File: src/rtl/vga_pattern_gen_if.sv
// Pixel-stage bus: timing inputs from the sync generator, mode control, and the VGA pin outputs.
// The master side drives timing/mode; the slave (the pattern generator) drives the pins.
interface vga_pattern_gen_if #(
  parameter int COLOR_BITS = 4
);
  logic [9:0]            x_count;
  logic [9:0]            y_count;
  logic                  hsync_in;
  logic                  vsync_in;
  logic                  active_pixel;
  logic [1:0]            mode_sel;
  logic                  mode_req;
  logic [COLOR_BITS-1:0] vga_r;
  logic [COLOR_BITS-1:0] vga_g;
  logic [COLOR_BITS-1:0] vga_b;
  logic                  hsync_out;
  logic                  vsync_out;
  logic [7:0]            frame_count;

  modport master (
    output x_count, y_count, hsync_in, vsync_in, active_pixel, mode_sel, mode_req,
    input  vga_r, vga_g, vga_b, hsync_out, vsync_out, frame_count
  );

  modport slave (
    input  x_count, y_count, hsync_in, vsync_in, active_pixel, mode_sel, mode_req,
    output vga_r, vga_g, vga_b, hsync_out, vsync_out, frame_count
  );
endinterface

File: src/rtl/vga_pattern_gen.sv
// Test-pattern pixel stage: bars, checker, bouncing box and gradient, registered through a
// 2-stage pipeline so colour and the re-timed syncs leave together.
module vga_pattern_gen #(
  parameter int COLOR_BITS = 4,
  parameter int BOX_SIZE   = 64,
  parameter int STEP       = 2
) (
  input  logic              clk_25,
  input  logic              rst,
  vga_pattern_gen_if.slave  bus
);

  localparam logic [COLOR_BITS-1:0] FULL  = '1;
  localparam logic [COLOR_BITS-1:0] ZERO  = '0;
  localparam logic [COLOR_BITS-1:0] ONE   = COLOR_BITS'(1);
  localparam logic [9:0]            FULL_10 = 10'((1 << COLOR_BITS) - 1);
  localparam logic [10:0]           BOX_W = 11'(BOX_SIZE);
  localparam logic [10:0]           STEP_W = 11'(STEP);
  localparam logic [10:0]           H_LIM = 11'd640;
  localparam logic [10:0]           V_LIM = 11'd480;

  logic [1:0]            mode_active, mode_pending;
  logic [7:0]            frame_count;
  logic [9:0]            box_x, box_y;
  logic                  dir_x, dir_y;
  logic                  frame_tick;
  logic [10:0]           next_x, next_y;

  logic [9:0]            s1_x, s1_y;
  logic                  s1_hsync, s1_vsync, s1_active;
  logic [1:0]            s1_mode;

  logic [COLOR_BITS-1:0] r_next, g_next, b_next;
  logic [COLOR_BITS-1:0] r_q, g_q, b_q;
  logic                  hsync_q, vsync_q;
  logic [9:0]            bar, grad;
  logic                  in_box;

  // Returns {dir, pos}; dir 0 moves towards larger coordinates, 1 towards the origin.
  function automatic logic [10:0] next_axis(input logic [9:0] pos, input logic dir,
                                            input logic [10:0] limit);
    logic [10:0] p;
    p = {1'b0, pos};
    if (!dir) begin
      if (p + BOX_W + STEP_W > limit) return {1'b1, 10'(p - STEP_W)};
      else                            return {1'b0, 10'(p + STEP_W)};
    end else begin
      if (p < STEP_W) return {1'b0, 10'(p + STEP_W)};
      else            return {1'b1, 10'(p - STEP_W)};
    end
  endfunction

  assign frame_tick = (bus.x_count == 10'd799) && (bus.y_count == 10'd524);
  assign next_x     = next_axis(box_x, dir_x, H_LIM);
  assign next_y     = next_axis(box_y, dir_y, V_LIM);

  // A request in the tick cycle lands in pending after active has already taken the old value.
  always_ff @(posedge clk_25 or negedge rst) begin
    if (!rst) begin
      mode_active  <= 2'd0;
      mode_pending <= 2'd0;
      frame_count  <= 8'd0;
      box_x        <= 10'd0;
      box_y        <= 10'd0;
      dir_x        <= 1'b0;
      dir_y        <= 1'b0;
    end else begin
      if (bus.mode_req) mode_pending <= bus.mode_sel;
      if (frame_tick) begin
        mode_active <= mode_pending;
        frame_count <= frame_count + 8'd1;
        box_x       <= next_x[9:0];
        dir_x       <= next_x[10];
        box_y       <= next_y[9:0];
        dir_y       <= next_y[10];
      end
    end
  end

  always_ff @(posedge clk_25 or negedge rst) begin
    if (!rst) begin
      s1_x      <= 10'd0;
      s1_y      <= 10'd0;
      s1_hsync  <= 1'b1;
      s1_vsync  <= 1'b1;
      s1_active <= 1'b0;
      s1_mode   <= 2'd0;
    end else begin
      s1_x      <= bus.x_count;
      s1_y      <= bus.y_count;
      s1_hsync  <= bus.hsync_in;
      s1_vsync  <= bus.vsync_in;
      s1_active <= bus.active_pixel;
      s1_mode   <= mode_active;
    end
  end

  always_comb begin
    r_next = ZERO;
    g_next = ZERO;
    b_next = ZERO;
    bar    = s1_x / 10'd80;
    grad   = s1_x / 10'd40;
    in_box = ({1'b0, s1_x} >= {1'b0, box_x}) && ({1'b0, s1_x} < {1'b0, box_x} + BOX_W) &&
             ({1'b0, s1_y} >= {1'b0, box_y}) && ({1'b0, s1_y} < {1'b0, box_y} + BOX_W);
    if (s1_active) begin
      case (s1_mode)
        2'd0: begin
          if (bar < 10'd8 && !bar[1]) r_next = FULL;
          if (bar < 10'd4)            g_next = FULL;
          if (bar < 10'd8 && !bar[0]) b_next = FULL;
        end
        2'd1: begin
          if (s1_x[5] ^ s1_y[5]) begin
            r_next = FULL;
            g_next = FULL;
            b_next = FULL;
          end
        end
        2'd2: begin
          if (in_box) r_next = FULL;
          else        b_next = ONE;
        end
        default: begin
          r_next = (grad > FULL_10) ? FULL : grad[COLOR_BITS-1:0];
          g_next = r_next;
          b_next = r_next;
        end
      endcase
    end
  end

  always_ff @(posedge clk_25 or negedge rst) begin
    if (!rst) begin
      r_q     <= ZERO;
      g_q     <= ZERO;
      b_q     <= ZERO;
      hsync_q <= 1'b1;
      vsync_q <= 1'b1;
    end else begin
      r_q     <= r_next;
      g_q     <= g_next;
      b_q     <= b_next;
      hsync_q <= s1_hsync;
      vsync_q <= s1_vsync;
    end
  end

  assign bus.vga_r       = r_q;
  assign bus.vga_g       = g_q;
  assign bus.vga_b       = b_q;
  assign bus.hsync_out   = hsync_q;
  assign bus.vsync_out   = vsync_q;
  assign bus.frame_count = frame_count;

endmodule
File: src/flat_wrapper.sv
// flat-port wrapper written by rule: the top's interface ports become plain ports
module vga_pattern_gen_flat 
#(
  parameter int COLOR_BITS = 4,
  parameter int BOX_SIZE   = 64,
  parameter int STEP       = 2
)
  (clk_25, rst, bus_x_count, bus_y_count, bus_hsync_in, bus_vsync_in, bus_active_pixel, bus_mode_sel, bus_mode_req, bus_vga_r, bus_vga_g, bus_vga_b, bus_hsync_out, bus_vsync_out, bus_frame_count);
  vga_pattern_gen_if #(.COLOR_BITS(COLOR_BITS)) bus_i ();
  input  logic clk_25;
  input  logic rst;
  input wire logic [$bits(bus_i.x_count)-1:0] bus_x_count;
  input wire logic [$bits(bus_i.y_count)-1:0] bus_y_count;
  input wire logic [$bits(bus_i.hsync_in)-1:0] bus_hsync_in;
  input wire logic [$bits(bus_i.vsync_in)-1:0] bus_vsync_in;
  input wire logic [$bits(bus_i.active_pixel)-1:0] bus_active_pixel;
  input wire logic [$bits(bus_i.mode_sel)-1:0] bus_mode_sel;
  input wire logic [$bits(bus_i.mode_req)-1:0] bus_mode_req;
  output wire logic [$bits(bus_i.vga_r)-1:0] bus_vga_r;
  output wire logic [$bits(bus_i.vga_g)-1:0] bus_vga_g;
  output wire logic [$bits(bus_i.vga_b)-1:0] bus_vga_b;
  output wire logic [$bits(bus_i.hsync_out)-1:0] bus_hsync_out;
  output wire logic [$bits(bus_i.vsync_out)-1:0] bus_vsync_out;
  output wire logic [$bits(bus_i.frame_count)-1:0] bus_frame_count;
  assign bus_i.x_count = bus_x_count;
  assign bus_i.y_count = bus_y_count;
  assign bus_i.hsync_in = bus_hsync_in;
  assign bus_i.vsync_in = bus_vsync_in;
  assign bus_i.active_pixel = bus_active_pixel;
  assign bus_i.mode_sel = bus_mode_sel;
  assign bus_i.mode_req = bus_mode_req;
  assign bus_vga_r = bus_i.vga_r;
  assign bus_vga_g = bus_i.vga_g;
  assign bus_vga_b = bus_i.vga_b;
  assign bus_hsync_out = bus_i.hsync_out;
  assign bus_vsync_out = bus_i.vsync_out;
  assign bus_frame_count = bus_i.frame_count;
  vga_pattern_gen #(.COLOR_BITS(COLOR_BITS), .BOX_SIZE(BOX_SIZE), .STEP(STEP)) u_core (.clk_25(clk_25), .rst(rst), .bus(bus_i));
endmodule
File: config.mk
export PLATFORM = sky130hd
export DESIGN_NAME = vga_pattern_gen_flat
export DESIGN_NICKNAME = d
export VERILOG_FILES = /design/src/rtl/vga_pattern_gen_if.sv /design/src/rtl/vga_pattern_gen.sv /design/src/flat_wrapper.sv
export SDC_FILE = /design/constraint.sdc
export NUM_CORES = 1
export LEC_CHECK = 0
export CAP_MARGIN = 5
export CELL_PAD_IN_SITES_DETAIL_PLACEMENT = 2
export CELL_PAD_IN_SITES_GLOBAL_PLACEMENT = 2
export CORE_AREA = 5 5 102 128
export CTS_CLUSTER_SIZE = 10
export DETAILED_ROUTE_END_ITERATION = 10
export DIE_AREA = 0 0 107 133
export PLACE_DENSITY_LB_ADDON = 0.1
export SYNTH_ARGS = -nofsm -noshare
export SYNTH_HDL_FRONTEND = slang
export SYNTH_SLANG_ARGS = --single-unit
File: constraint.sdc
create_clock -name clk_25 -period 6.68 [get_ports clk_25]
set_clock_uncertainty 0.05 [all_clocks]
set_input_delay 2.004 -clock clk_25 [delete_from_list [all_inputs] [get_ports clk_25]]
set_output_delay 2.004 -clock clk_25 [all_outputs]
set_load 0.1 [all_outputs]
==> results.sh <==
export IMPL_outcome="finished clean"
export IMPL_crit_required_ps=6890
export IMPL_r2r_end="u_core.box_x[8]"
export IMPL_cts_root_buf="clkbuf_16"
export IMPL_grt_pass1_wl_um=22900
export IMPL_synth_ff_type="dfrtp_1"
export IMPL_portBuffers=49
export IMPL_report_power_total_uw=1090
export IMPL_crit_type="input port to flop"
export IMPL_drt_first_pass_iters=4
export IMPL_cap_violations=0
export IMPL_die_y_um=133
export IMPL_fin_area_sq_um=5360
export IMPL_min_path_cells=0
export IMPL_comb_power_share_pct=11.1
export IMPL_clk_latency_ps=340
export IMPL_synth_edff_count=0
export IMPL_fmax_mhz=208
export IMPL_synth_area_sq_um=4470
export IMPL_syn_inst=473
export IMPL_syn_nets=540
export IMPL_critPathLaunchType="input port"
export IMPL_rsz0062_at_grt="false"
export IMPL_drc=0
export IMPL_yosysWarnings=0
export IMPL_intPower_uw=793
export IMPL_arrival_ps=5020
export IMPL_max_clock_path_buffers=2
export IMPL_drive_above_1_share_pct=6.54
export IMPL_n_antenna_cell=0
export IMPL_pin_count=50
export IMPL_chipWidth_um=107
export IMPL_finalSetupViolCount=0
export IMPL_ir_worst_vdd_v=0.000132
export IMPL_grt_pass1_vias=4268
export IMPL_clock_power_share_pct=46.9
export IMPL_avgSynthCellArea_sq_um=9.45
export IMPL_final_min_clock_period_ps=4810
export IMPL_num_rows=45
export IMPL_totalWireLength_um=14000
export IMPL_layout_nets=582
export IMPL_start_util_pct=37.8
export IMPL_synth_most_common_cell="dfrtp_1"
export IMPL_period_share_pct=71.9
export IMPL_ys_top_cells_by_count="dfrtp_1 (67), nand2_1 (42), ha_1 (39), inv_1 (31), nor2_1 (23)"
export IMPL_slew_violations=0
export IMPL_cp_slowest_cell="or4_4"
export IMPL_grt_total_usage_pct=20.4
export IMPL_swShare_pct=27.0
export IMPL_coreArea_sq_um=11800
export IMPL_syn2layout_area_growth_pct=19.9
export IMPL_yosysSeqAreaShare_pct=39.9
export IMPL_placed_area_sq_um=5050
export IMPL_cpPeakStageDelay_ps=720
export IMPL_ant_nets=0
export IMPL_p_sw_uw=293
export IMPL_path_cells="clkdlybuf4s50_1, nor4bb_1, nor2b_1, nand4_1, or4_4, o32ai_2, xnor2_1"
export IMPL_synth_area_leaders="dfrtp_1 (38%), ha_1 (11%), xnor2_1 (3.7%), nand2_1 (3.5%), inv_1 (2.6%)"
export IMPL_routedWlPerCell_um=21.2
export IMPL_hp_start="u_core.s1_hsync"
export IMPL_r2r_setup_slack_ps=3190
export IMPL_relSlewSlack_pct=30.9
export IMPL_dr_first_iter_drc_count=106
export IMPL_fin_hold_ws_ps=306
export IMPL_ys_types=67
export IMPL_min_to="u_core.bus.hsync_out"
export IMPL_postLayoutCoreUtil_pct=45.3
export IMPL_synth_top_area_share_pct=37.5
export IMPL_cts_tree="done"
export IMPL_htreeDepth=3
export IMPL_power_density_nw_per_um2=203
export IMPL_hp_class="flop to flop"
export IMPL_async_reset_ff_share_pct=100
export IMPL_globalRouteOverflowTotal=0
export IMPL_worst_path_max_fanout=12
export IMPL_worst_slew_pin_transition_ps=1040
export IMPL_clkTransAtPathRegs_ps=60
export IMPL_seq_power_share_pct=42.1
export IMPL_die_area_sq_um=14200
export IMPL_end_kind="flop"
export IMPL_synth_top_area_cell="dfrtp_1"
export IMPL_ctsResizeCount=0
export IMPL_synth_seq_cells=71
export IMPL_antenna_found_initial=0
export IMPL_gp_congestion=0.847
export IMPL_vias=3866
export IMPL_cts_sinks=71
export IMPL_hold_viol_final=0
export IMPL_postCtsSetupBuffers=0
export IMPL_numCtsBuffers=9
export IMPL_vias_per_cell=5.85
export IMPL_rr_worst_depth=10
export IMPL_dpl_hpwl_um=10400
export IMPL_final_setup_tns_ps=0
export IMPL_p_leak_uw=0.00229
export IMPL_grt_max_degree=72
export IMPL_holdBufCountCts=0
export IMPL_regToRegStartpoint="u_core.box_x[6]"
[power groups by stage]
stage | sequential, uW | clock [uW] | combinational [uW]
floorplan | 494 | 0 | 39.7
global placement | 465 | 0 | 117
detailed placement | 465 | 0 | 121
CTS | 457 | 522 | 123
global route | 459 | 541 | 130
finish | 457 | 509 | 120
[kinds of logic (layout without fill, tap and decap cells)]
logic type | Yosys count | in the layout | share of synthesized area, %
flops | 71 | 71 | 39.9
buf+inv | 51 | 98 | 4.76
fa+ha+maj | 41 | 41 | 11.4
compound gates | 111 | 111 | 17.7
xor+xnor | 24 | 24 | 4.70
mux | 6 | 6 | 1.40
simple gates | 169 | 169 | 20.2
[worst max-delay path, delay by kind of cell]
family	cells	cell delay, ps
AO/OA/AOI/OAI	1	230
XOR/XNOR	1	140
buffers and inverters	1	490
AND/OR/NAND/NOR	4	2150
[routing by layer]
layer	up-vias	wire [um]	share of wire (%)	global-route usage, %
met3	20	268	1.9	2.34
met1	1978	5960	43	24.6
met2	48	7480	53	36.6
met4	0	308	2.2	8.03
met5	-	0	0	0
li1	1820	-	-	-
[how the worst max path moves through the flow]
stage                   start               to  cells past startpoint
2_1_floorplan  bus_y_count[0]  u_core.box_y[3]                      9
5_1_grt        bus_x_count[4]  u_core.box_y[9]                      7
4_1_cts        bus_x_count[4]  u_core.box_y[9]                      7
3_5_place_dp   bus_x_count[4]  u_core.box_y[9]                      7
6_report       bus_x_count[4]  u_core.box_y[9]                      7
3_3_place_gp   bus_x_count[4]  u_core.box_y[9]                      7
[flip-flops by register name, summed over array words and instances, names as in the netlist, 2 cells and up]
signal and cells:
u_core.box_x 9, u_core.bus.vga_g 4, u_core.mode_pending 2, u_core.bus.vga_r 4, u_core.mode_active 2, u_core.s1_mode 2
u_core.bus.vga_b 4, u_core.s1_y 10, u_core.bus.frame_count 8, u_core.s1_x 10, u_core.box_y 9
[cell type report]
cell class	count	area (sq um)
Fill cell	1295	6460
Multi-Input combinational cell	351	2470
Sequential cell	71	1780
Timing Repair Buffer	50	493
Clock buffer	10	239
Tap cell	141	176
Inverter	32	120
Clock inverter	6	75.1
[through the flow]
| step | instances | worst slack (ps) |
|---|---|---|
| finish | 661 | 1870 |
| global route | 661 | 1610 |
| CTS | 661 | 1890 |
| detailed placement | 645 | 1580 |
| global placement | 645 | 1680 |
| floorplan | 473 | 2970 |
[placed cells by master, fill, tap and decap left out, types with 12 or more instances in the layout]
| master | count |
|---|---|
| nand4_1 | 12 |
| xnor2_1 | 19 |
| a21oi_1 | 19 |
| nand3_1 | 20 |
| ha_1 | 39 |
| o21ai_0 | 17 |
| and3_1 | 12 |
| nor3_1 | 13 |
| inv_1 | 31 |
| clkdlybuf4s50_1 | 48 |
| nand2_1 | 42 |
| nor2_1 | 23 |
| dfrtp_1 | 67 |
No activity file was read; power rests on OpenSTA's default activity.
